**src/rtl/apb_mon_pkg.sv**
```systemverilog
// ---------------------------------------------------------------------------
// apb_mon_pkg
//   Shared types and constants for the APB protocol monitor.
//   - phase_e : registered bus phase (IDLE, SETUP, WAIT, LAST)
//   - ERR_*   : bit positions inside the sticky error vector
//   - ERR_W   : width of the error vector
// ---------------------------------------------------------------------------
package apb_mon_pkg;

  // WAIT and LAST both belong to the ACCESS phase. They differ only in PREADY.
  typedef enum logic [1:0] {
    PH_IDLE  = 2'd0,
    PH_SETUP = 2'd1,
    PH_WAIT  = 2'd2,
    PH_LAST  = 2'd3
  } phase_e;

  localparam int ERR_W       = 5;
  localparam int ERR_ONEHOT  = 0;
  localparam int ERR_SEQ     = 1;
  localparam int ERR_STABLE  = 2;
  localparam int ERR_STRB    = 3;
  localparam int ERR_TIMEOUT = 4;

endpackage

```
**src/rtl/apb_mon_sat_cnt.sv**
```systemverilog
// ---------------------------------------------------------------------------
// apb_mon_sat_cnt
//   Saturating event counter with a synchronous clear.
//   Ports:
//     clk, rst_n : clock, asynchronous active-low reset
//     clr        : synchronous clear. A coinciding inc still counts, so the
//                  result is 1.
//     inc        : count one event; holds at all-ones once saturated
//     cnt        : current count
// ---------------------------------------------------------------------------
module apb_mon_sat_cnt #(
  parameter int WIDTH = 16
) (
  input  logic             clk,
  input  logic             rst_n,
  input  logic             clr,
  input  logic             inc,
  output logic [WIDTH-1:0] cnt
);

  always_ff @(posedge clk or negedge rst_n) begin
    if (!rst_n) begin
      cnt <= '0;
    end else if (clr) begin
      cnt <= WIDTH'(inc);
    end else if (inc && !(&cnt)) begin
      cnt <= cnt + WIDTH'(1);
    end
  end

endmodule

```
**src/rtl/apb_protocol_monitor.sv**
```systemverilog
// ---------------------------------------------------------------------------
// apb_protocol_monitor
//   Passive observer of one APB segment (one requester, NUM_SEL completers).
//   It classifies every cycle, checks the classification against the
//   previous cycle's phase and bus snapshot, and reports violations as sticky
//   flags. It also keeps saturating transfer statistics.
//   Ports:
//     PCLK, PRESETn       : bus clock, asynchronous active-low reset
//     PADDR..PSLVERR      : observed APB signals (inputs only)
//     clr_i               : synchronous clear of flags, capture and counters
//     err_o               : sticky flags {TIMEOUT, STRB, STABLE, SEQ, ONEHOT}
//     irq_o               : OR of err_o
//     err_valid_o         : err_addr_o holds a captured address
//     err_addr_o          : PADDR of the first violating cycle
//     wr_cnt_o, rd_cnt_o  : completed writes / reads
//     slverr_cnt_o        : completions with PSLVERR=1
// ---------------------------------------------------------------------------
module apb_protocol_monitor
  import apb_mon_pkg::*;
#(
  parameter int ADDR_WIDTH = 32,
  parameter int DATA_WIDTH = 32,
  parameter int NUM_SEL    = 4,
  parameter int TIMEOUT    = 16,
  parameter int CNT_WIDTH  = 16
) (
  input  logic                    PCLK,
  input  logic                    PRESETn,
  input  logic [ADDR_WIDTH-1:0]   PADDR,
  input  logic [2:0]              PPROT,
  input  logic [NUM_SEL-1:0]      PSEL,
  input  logic                    PENABLE,
  input  logic                    PWRITE,
  input  logic [DATA_WIDTH-1:0]   PWDATA,
  input  logic [DATA_WIDTH/8-1:0] PSTRB,
  input  logic                    PREADY,
  input  logic [DATA_WIDTH-1:0]   PRDATA,
  input  logic                    PSLVERR,
  input  logic                    clr_i,
  output logic [ERR_W-1:0]        err_o,
  output logic                    irq_o,
  output logic                    err_valid_o,
  output logic [ADDR_WIDTH-1:0]   err_addr_o,
  output logic [CNT_WIDTH-1:0]    wr_cnt_o,
  output logic [CNT_WIDTH-1:0]    rd_cnt_o,
  output logic [CNT_WIDTH-1:0]    slverr_cnt_o
);

  localparam int STRB_W = DATA_WIDTH / 8;
  // The wait counter only needs to reach TIMEOUT. Saturation keeps it at or
  // above TIMEOUT, so the timeout compare can match at most once per stall.
  localparam int WAIT_W = (TIMEOUT < 1) ? 1 : $clog2(TIMEOUT + 1);
  localparam logic [WAIT_W-1:0] WAIT_FIRE = WAIT_W'((TIMEOUT < 1) ? 0 : TIMEOUT - 1);

  // Read data is observed but no check depends on it.
  logic unused_prdata;
  assign unused_prdata = ^PRDATA;

  // ------------------------------------------------------------------
  // Classification of the current cycle
  // ------------------------------------------------------------------
  phase_e cur_phase;
  phase_e state_q;
  logic   access;
  logic   complete;

  always_comb begin
    // NOTE: assign every always_comb output a default before branching.
    // A path that leaves it unassigned would infer a latch.
    cur_phase = PH_IDLE;
    if (PSEL != '0) begin
      if (!PENABLE)    cur_phase = PH_SETUP;
      else if (PREADY) cur_phase = PH_LAST;
      else             cur_phase = PH_WAIT;
    end
  end

  assign access   = (cur_phase == PH_WAIT) || (cur_phase == PH_LAST);
  assign complete = (cur_phase == PH_LAST);

  // ------------------------------------------------------------------
  // Previous-cycle phase and bus snapshot. The FSM always follows the bus,
  // so one bad cycle cannot leave it stuck.
  // ------------------------------------------------------------------
  logic [NUM_SEL-1:0]    psel_q;
  logic [ADDR_WIDTH-1:0] paddr_q;
  logic                  pwrite_q;
  logic [2:0]            pprot_q;
  logic [STRB_W-1:0]     pstrb_q;
  logic [DATA_WIDTH-1:0] pwdata_q;
  logic [WAIT_W-1:0]     wait_q;

  always_ff @(posedge PCLK or negedge PRESETn) begin
    // NOTE: sequential state uses non-blocking assignments only. Every
    // register then sees pre-edge values, whatever the statement order.
    if (!PRESETn) begin
      state_q  <= PH_IDLE;
      psel_q   <= '0;
      paddr_q  <= '0;
      pwrite_q <= 1'b0;
      pprot_q  <= '0;
      pstrb_q  <= '0;
      pwdata_q <= '0;
      wait_q   <= '0;
    end else begin
      state_q  <= cur_phase;
      psel_q   <= PSEL;
      paddr_q  <= PADDR;
      pwrite_q <= PWRITE;
      pprot_q  <= PPROT;
      pstrb_q  <= PSTRB;
      pwdata_q <= PWDATA;
      if (!access)                     wait_q <= '0;
      else if (!PREADY && !(&wait_q))  wait_q <= wait_q + WAIT_W'(1);
    end
  end

  // ------------------------------------------------------------------
  // Protocol checks
  // ------------------------------------------------------------------
  logic             from_idle_last;
  logic             ctrl_changed;
  logic [ERR_W-1:0] err_vec;
  logic [ERR_W-1:0] err_next;

  assign from_idle_last = (state_q == PH_IDLE) || (state_q == PH_LAST);
  assign ctrl_changed   = (PADDR != paddr_q) || (PWRITE != pwrite_q) ||
                          (PPROT != pprot_q) || (PSTRB != pstrb_q)   ||
                          (PWRITE && (PWDATA != pwdata_q));

  always_comb begin
    err_vec              = '0;
    err_vec[ERR_ONEHOT]  = $countones(PSEL) > 1;
    err_vec[ERR_SEQ]     = from_idle_last ? access
                                          : (!access || (PSEL != psel_q));
    err_vec[ERR_STABLE]  = !from_idle_last && access && ctrl_changed;
    err_vec[ERR_STRB]    = (PSEL != '0) && !PWRITE && (PSTRB != '0);
    // Matching one below the limit means this wait cycle is the TIMEOUT-th one.
    err_vec[ERR_TIMEOUT] = (TIMEOUT != 0) && access && !PREADY &&
                           (wait_q == WAIT_FIRE);
  end

  // The clear takes effect first, so a violation in the same cycle survives it.
  assign err_next = clr_i ? err_vec : (err_o | err_vec);

  always_ff @(posedge PCLK or negedge PRESETn) begin
    if (!PRESETn) begin
      err_o       <= '0;
      irq_o       <= 1'b0;
      err_valid_o <= 1'b0;
      err_addr_o  <= '0;
    end else begin
      err_o <= err_next;
      irq_o <= |err_next;
      if (clr_i) begin
        err_valid_o <= |err_vec;
        err_addr_o  <= (|err_vec) ? PADDR : '0;
      end else if ((|err_vec) && !err_valid_o) begin
        err_valid_o <= 1'b1;
        err_addr_o  <= PADDR;
      end
    end
  end

  // ------------------------------------------------------------------
  // Transfer statistics
  // ------------------------------------------------------------------
  apb_mon_sat_cnt #(.WIDTH(CNT_WIDTH)) u_wr_cnt (
    .clk   (PCLK),
    .rst_n (PRESETn),
    .clr   (clr_i),
    .inc   (complete && PWRITE),
    .cnt   (wr_cnt_o)
  );

  apb_mon_sat_cnt #(.WIDTH(CNT_WIDTH)) u_rd_cnt (
    .clk   (PCLK),
    .rst_n (PRESETn),
    .clr   (clr_i),
    .inc   (complete && !PWRITE),
    .cnt   (rd_cnt_o)
  );

  apb_mon_sat_cnt #(.WIDTH(CNT_WIDTH)) u_slverr_cnt (
    .clk   (PCLK),
    .rst_n (PRESETn),
    .clr   (clr_i),
    .inc   (complete && PSLVERR),
    .cnt   (slverr_cnt_o)
  );

endmodule

```
**config.mk**
```make
export PLATFORM = sky130hd
export DESIGN_NAME = apb_protocol_monitor
export DESIGN_NICKNAME = d
export VERILOG_FILES = /design/src/rtl/apb_mon_pkg.sv /design/src/rtl/apb_mon_sat_cnt.sv /design/src/rtl/apb_protocol_monitor.sv
export SDC_FILE = /design/constraint.sdc
export NUM_CORES = 1
export LEC_CHECK = 0
export BUFFER_PORTS_ARGS = -buffer_cell sky130_fd_sc_hd__buf_2
export CAP_MARGIN = 20
export CORE_ASPECT_RATIO = 1.75
export CORE_MARGIN = 2
export CORE_UTILIZATION = 45
export CTS_CLUSTER_SIZE = 16
export DETAILED_ROUTE_END_ITERATION = 10
export GPL_TIMING_DRIVEN = 0
export PLACE_DENSITY_LB_ADDON = 0.05
export SYNTH_ARGS = -nofsm -noshare
export SYNTH_HDL_FRONTEND = slang
export SYNTH_SLANG_ARGS = --single-unit
```
**constraint.sdc**
```tcl
create_clock -name PCLK -period 4.05 [get_ports PCLK]
set_clock_uncertainty 0.2 [all_clocks]
set_input_delay 0.6075 -clock PCLK [delete_from_list [all_inputs] [get_ports PCLK]]
set_output_delay 0.6075 -clock PCLK [all_outputs]
set_load 0.01 [all_outputs]
```
==> summary.md <==
| Metric | Value |
|---|---|
| Sequential share of power | `a little under half` |
| Worst min path class | `primary input to register` |
| Metal-1 WL | `~7000 microns` |
| Port bufs | `168` |
| Largest net degree at the start of global routing | `about 110` |
| Final hold violation count | `0` |
| CTS buffer count | `17` |
| Die ar. | `around 18000 sq um` |
| Clk pwr share | `a little over two fifths` |
| Post-CTS Setup Bufs | `0` |
| Worst path arrival time | `between 3 and 4 ns` |
| Crit path launch type | `primary input` |
| Initial Utilization | `between 40% and 50%` |
| R2R Path End | `err_addr_o[13]` |
| I/O pins | `about 200` |
| Ys flop type | `dfrtp_1` |
| Largest area contributor in the netlist | `dfrtp_1` |
| Ys async rst share | `between 90% and 100%` |
| Inserted Diodes | `0` |
| Cell area after layout | `slightly above 9000 sq um` |
| Net Count, Synth | `about 740` |
| Gpl congestion | `around 0.8` |
| Syn Inst Count | `~620` |
| FMAX | `between 300 and 400 MHz` |
| Hold Path Depth | `1` |
| Yosys warnings | `0` |
| R2R cell count | `10` |
| Sw Share | `approximately a quarter` |
| Fin crit period | `2.96 ns` |
| H-Tree Level Count | `4` |
| Sw power | `986 uW` |
| Die W | `approximately 100 microns` |
| Clk root buf | `clkbuf_16` |
| R2R Path Start | `wait_q[0]` |
| CTS Sinks | `170` |
| Worst Hold Slack | `around 0.11 ns` |
| Die H | `~180 microns` |
| Post-DP HPWL | `approximately 13000 microns` |
| Critical-path top delay cell | `a311oi_4` |
| GRT Residual Overflow | `0` |
| R2R setup slack | `between 1 and 1.5 ns` |
| Max Root-Sink Buffers | `2` |
| Util after Layout | `between 50% and 60%` |
| Worst IR Drop VDD | `0.239 mV` |
| Initial DRC count | `161` |
| Total number of vias | `~5300` |
| Element type at the critical path end | `register` |
| DR pass1 iterations | `4` |
| Placed cells | `between 1000 and 1500` |
| Core Footprint | `approximately 16000 sq um` |
| Gate power share | `a little under an eighth` |
| CP max stage delay | `0.43 ns` |
| Pins Over Slew Limit | `0` |
| DR WL met3 | `slightly above 900 microns` |
| Number of fillers in the final layout | `between 1000 and 1500` |
| Avg WL per Cell | `roughly 17 microns` |
| RSZ-0062 raised after global routing | `false` |
| CTS tree | `done` |
| Vias in the first global route | `roughly 5600` |
| Setup Viol. Count Final | `0` |
| Power Internal | `2.95 mW` |
| Post-route ant nets | `0` |
| WL final | `17700 microns` |
| Post-route clock period utilization | `73.1%` |
| Synth cell types | `52` |
| Post-synth top area share | `between 50 and 60%` |
| Footprint of the multi-input gates | `around 3100 sq um` |
| Required time worst endpoint | `roughly 4.2 ns` |
| Leak | `roughly 4.3 nW` |
| Crit path kind | `primary input to register` |
| Mapped cell area | `about 7500 sq um` |
| Critical Path, Cell by Cell | `buf_2 > inv_1 > ha_1 > or3b_1 > buf_6 > nand2_8 > inv_1 > o22ai_2 > a21boi_2 > a311oi_4 > buf_6 > mux2_4` |
| Total GRT Usage | `20.7%` |
| Mean area per synthesized cell | `around 12 sq um` |
| Worst Hold Path EP | `pwdata_q[17]` |
| Antenna violations before repair | `0` |
| Register area share after synthesis | `a little under three fifths` |
| Max Cap Viol | `0` |
| FF/Latch Area | `about 4300 sq um` |
| Post-synth EDFFs | `0` |
| Clock latency at the later pin of the worst-skew pair | `0.42 ns` |
| Hold path start | `PWDATA[17]` |
| First-pass GRT wire length | `28500 microns` |
| DR top layer | `met4` |
| Power Dens Cells | `~420 nW/um^2` |
| CP max FO | `10` |
| Post-route DRC | `0` |
| Met2 wire length | `around 9500 microns` |
| Synth top area cells | `dfrtp_1 (56%), xnor2_1 (11%), mux2_4 (6.0%)` |
| Floorplan row count | `slightly above 60` |
| Flops & latches, synth | `170` |
| Worst slew pin tran | `between 0.9 and 1 ns` |
| Post-Place Cell Area | `8700 sq um` |
| Via density | `5.06` |
| Slew headroom | `35.4%` |
| NumNets Final | `around 930` |
| Outcome | `completed` |
| P&R area growth vs syn | `23.4%` |
| Layout cells sized above 1 | `around 30%` |
| Fin cells | `between 1000 and 1500` |
| Clock-pin slew on the worst setup and hold paths | `~0.070 ns` |
-- placed cells by master, fill, tap and decap left out, types with 3 or more instances in the layout --
master	instances
nor4_1	7
buf_6	4
dfrtp_1	170
nand4_1	37
mux2_4	30
and2b_1	30
a21oi_1	13
buf_2	169
nand2_1	23
and3_1	3
o21ai_0	15
and4_1	7
inv_6	4
o211ai_1	4
ha_1	7
clkinvlp_4	3
or3_1	9
and3_2	3
nand3_1	14
xnor2_1	96
clkbuf_1	11
inv_1	21
xor2_1	16
nor3_1	10
a211oi_1	3
nor2_1	46
clkbuf_16	17
and2_1	7
-- power by group through the flow --
stage / Combinational (mW) / Clock, mW / Sequential (mW)
after floorplan: 0.235 / 0 / 1.88
after global placement: 0.449 / 0 / 1.86
after detailed placement: 0.464 / 0 / 1.87
after CTS: 0.468 / 1.70 / 1.83
after global routing: 0.504 / 1.76 / 1.84
final: 0.457 / 1.65 / 1.83
-- cells in the mapped netlist, drive strengths merged, types with 10 or more instances --
cell,number
clkbuf,11
nand3,14
inv,21
nand4,37
mux2,32
nand2,24
xor2,16
dfrtp,170
a21oi,13
nor3,10
nor2,46
o21ai,15
xnor2,96
and2b,30
-- layout make-up --
cell class | instances | area share [%]
Inverter | 21 | 0.847
Sequential cell | 170 | 45.7
Timing Repair Buffer | 170 | 9.54
Tap cell | 224 | 3.01
Multi-Input combinational cell | 413 | 33.5
Clock inverter | 14 | 1.71
Buffer | 17 | 1.03
Clock buffer | 18 | 4.72
-- flip-flops by register name, summed over array words and instances, names as in the netlist, 5 cells and up --
name	count
wait_q	5
u_rd_cnt.cnt	16
u_slverr_cnt.cnt	16
paddr_q	32
err_addr_o	32
pwdata_q	32
u_wr_cnt.cnt	16
err_o	5
-- worst max path at each step --
stage               startpoint               to  slack [ns]  cells after the start
floorplan              PSEL[0]    err_addr_o[0]        1.08                     11
global placement       PRESETn  u_wr_cnt.cnt[8]       -0.44                      1
detailed placement     PSEL[0]   err_addr_o[13]        0.65                     12
CTS                    PSEL[0]   err_addr_o[13]        1.09                     12
global route           PSEL[0]   err_addr_o[13]        0.98                     12
finish                 PSEL[0]   err_addr_o[13]        1.09                     12
-- logic make-up after synthesis --
group | share of synthesized area [%]
buf+inv | 2.32
compound gates | 4.96
mux | 6.53
simple gates | 15.4
flops | 56.4
fa+ha+maj | 1.43
xor+xnor | 13.0
-- metrics by stage --
| step | setup TNS [ns] | setup slack (ns) | total power [mW] |
|---|---|---|---|
| floorplan | 0 | 1.08 | 2.12 |
| global placement | -70.91 | -0.435 | 2.31 |
| detailed placement | 0 | 0.651 | 2.33 |
| CTS | 0 | 1.09 | 4.00 |
| global route | 0 | 0.983 | 4.11 |
| finish | 0 | 1.09 | 3.94 |
-- critical path, delay by kind of cell --
kind / cells / cell delay, ns
compound gates: 3 / 0.80
buf+inv: 5 / 0.72
simple gates: 2 / 0.45
mux: 1 / 0.32
fa+ha+maj: 1 / 0.16
-- repair_timing --
action / in CTS / in global routing
gates resized for setup: 0 / 0
hold endpoints to repair: 65 / 0
hold buffers: 1 / 0
-- layer usage --
| layer | vias to the layer above | track usage, % |
|---|---|---|
| met5 | - | 0 |
| li1 | 2515 | - |
| met2 | 135 | 37.2 |
| met1 | 2623 | 23.4 |
| met4 | 0 | 7.11 |
| met3 | 21 | 5.17 |
Note: power is estimated with default switching activity, not from simulation.
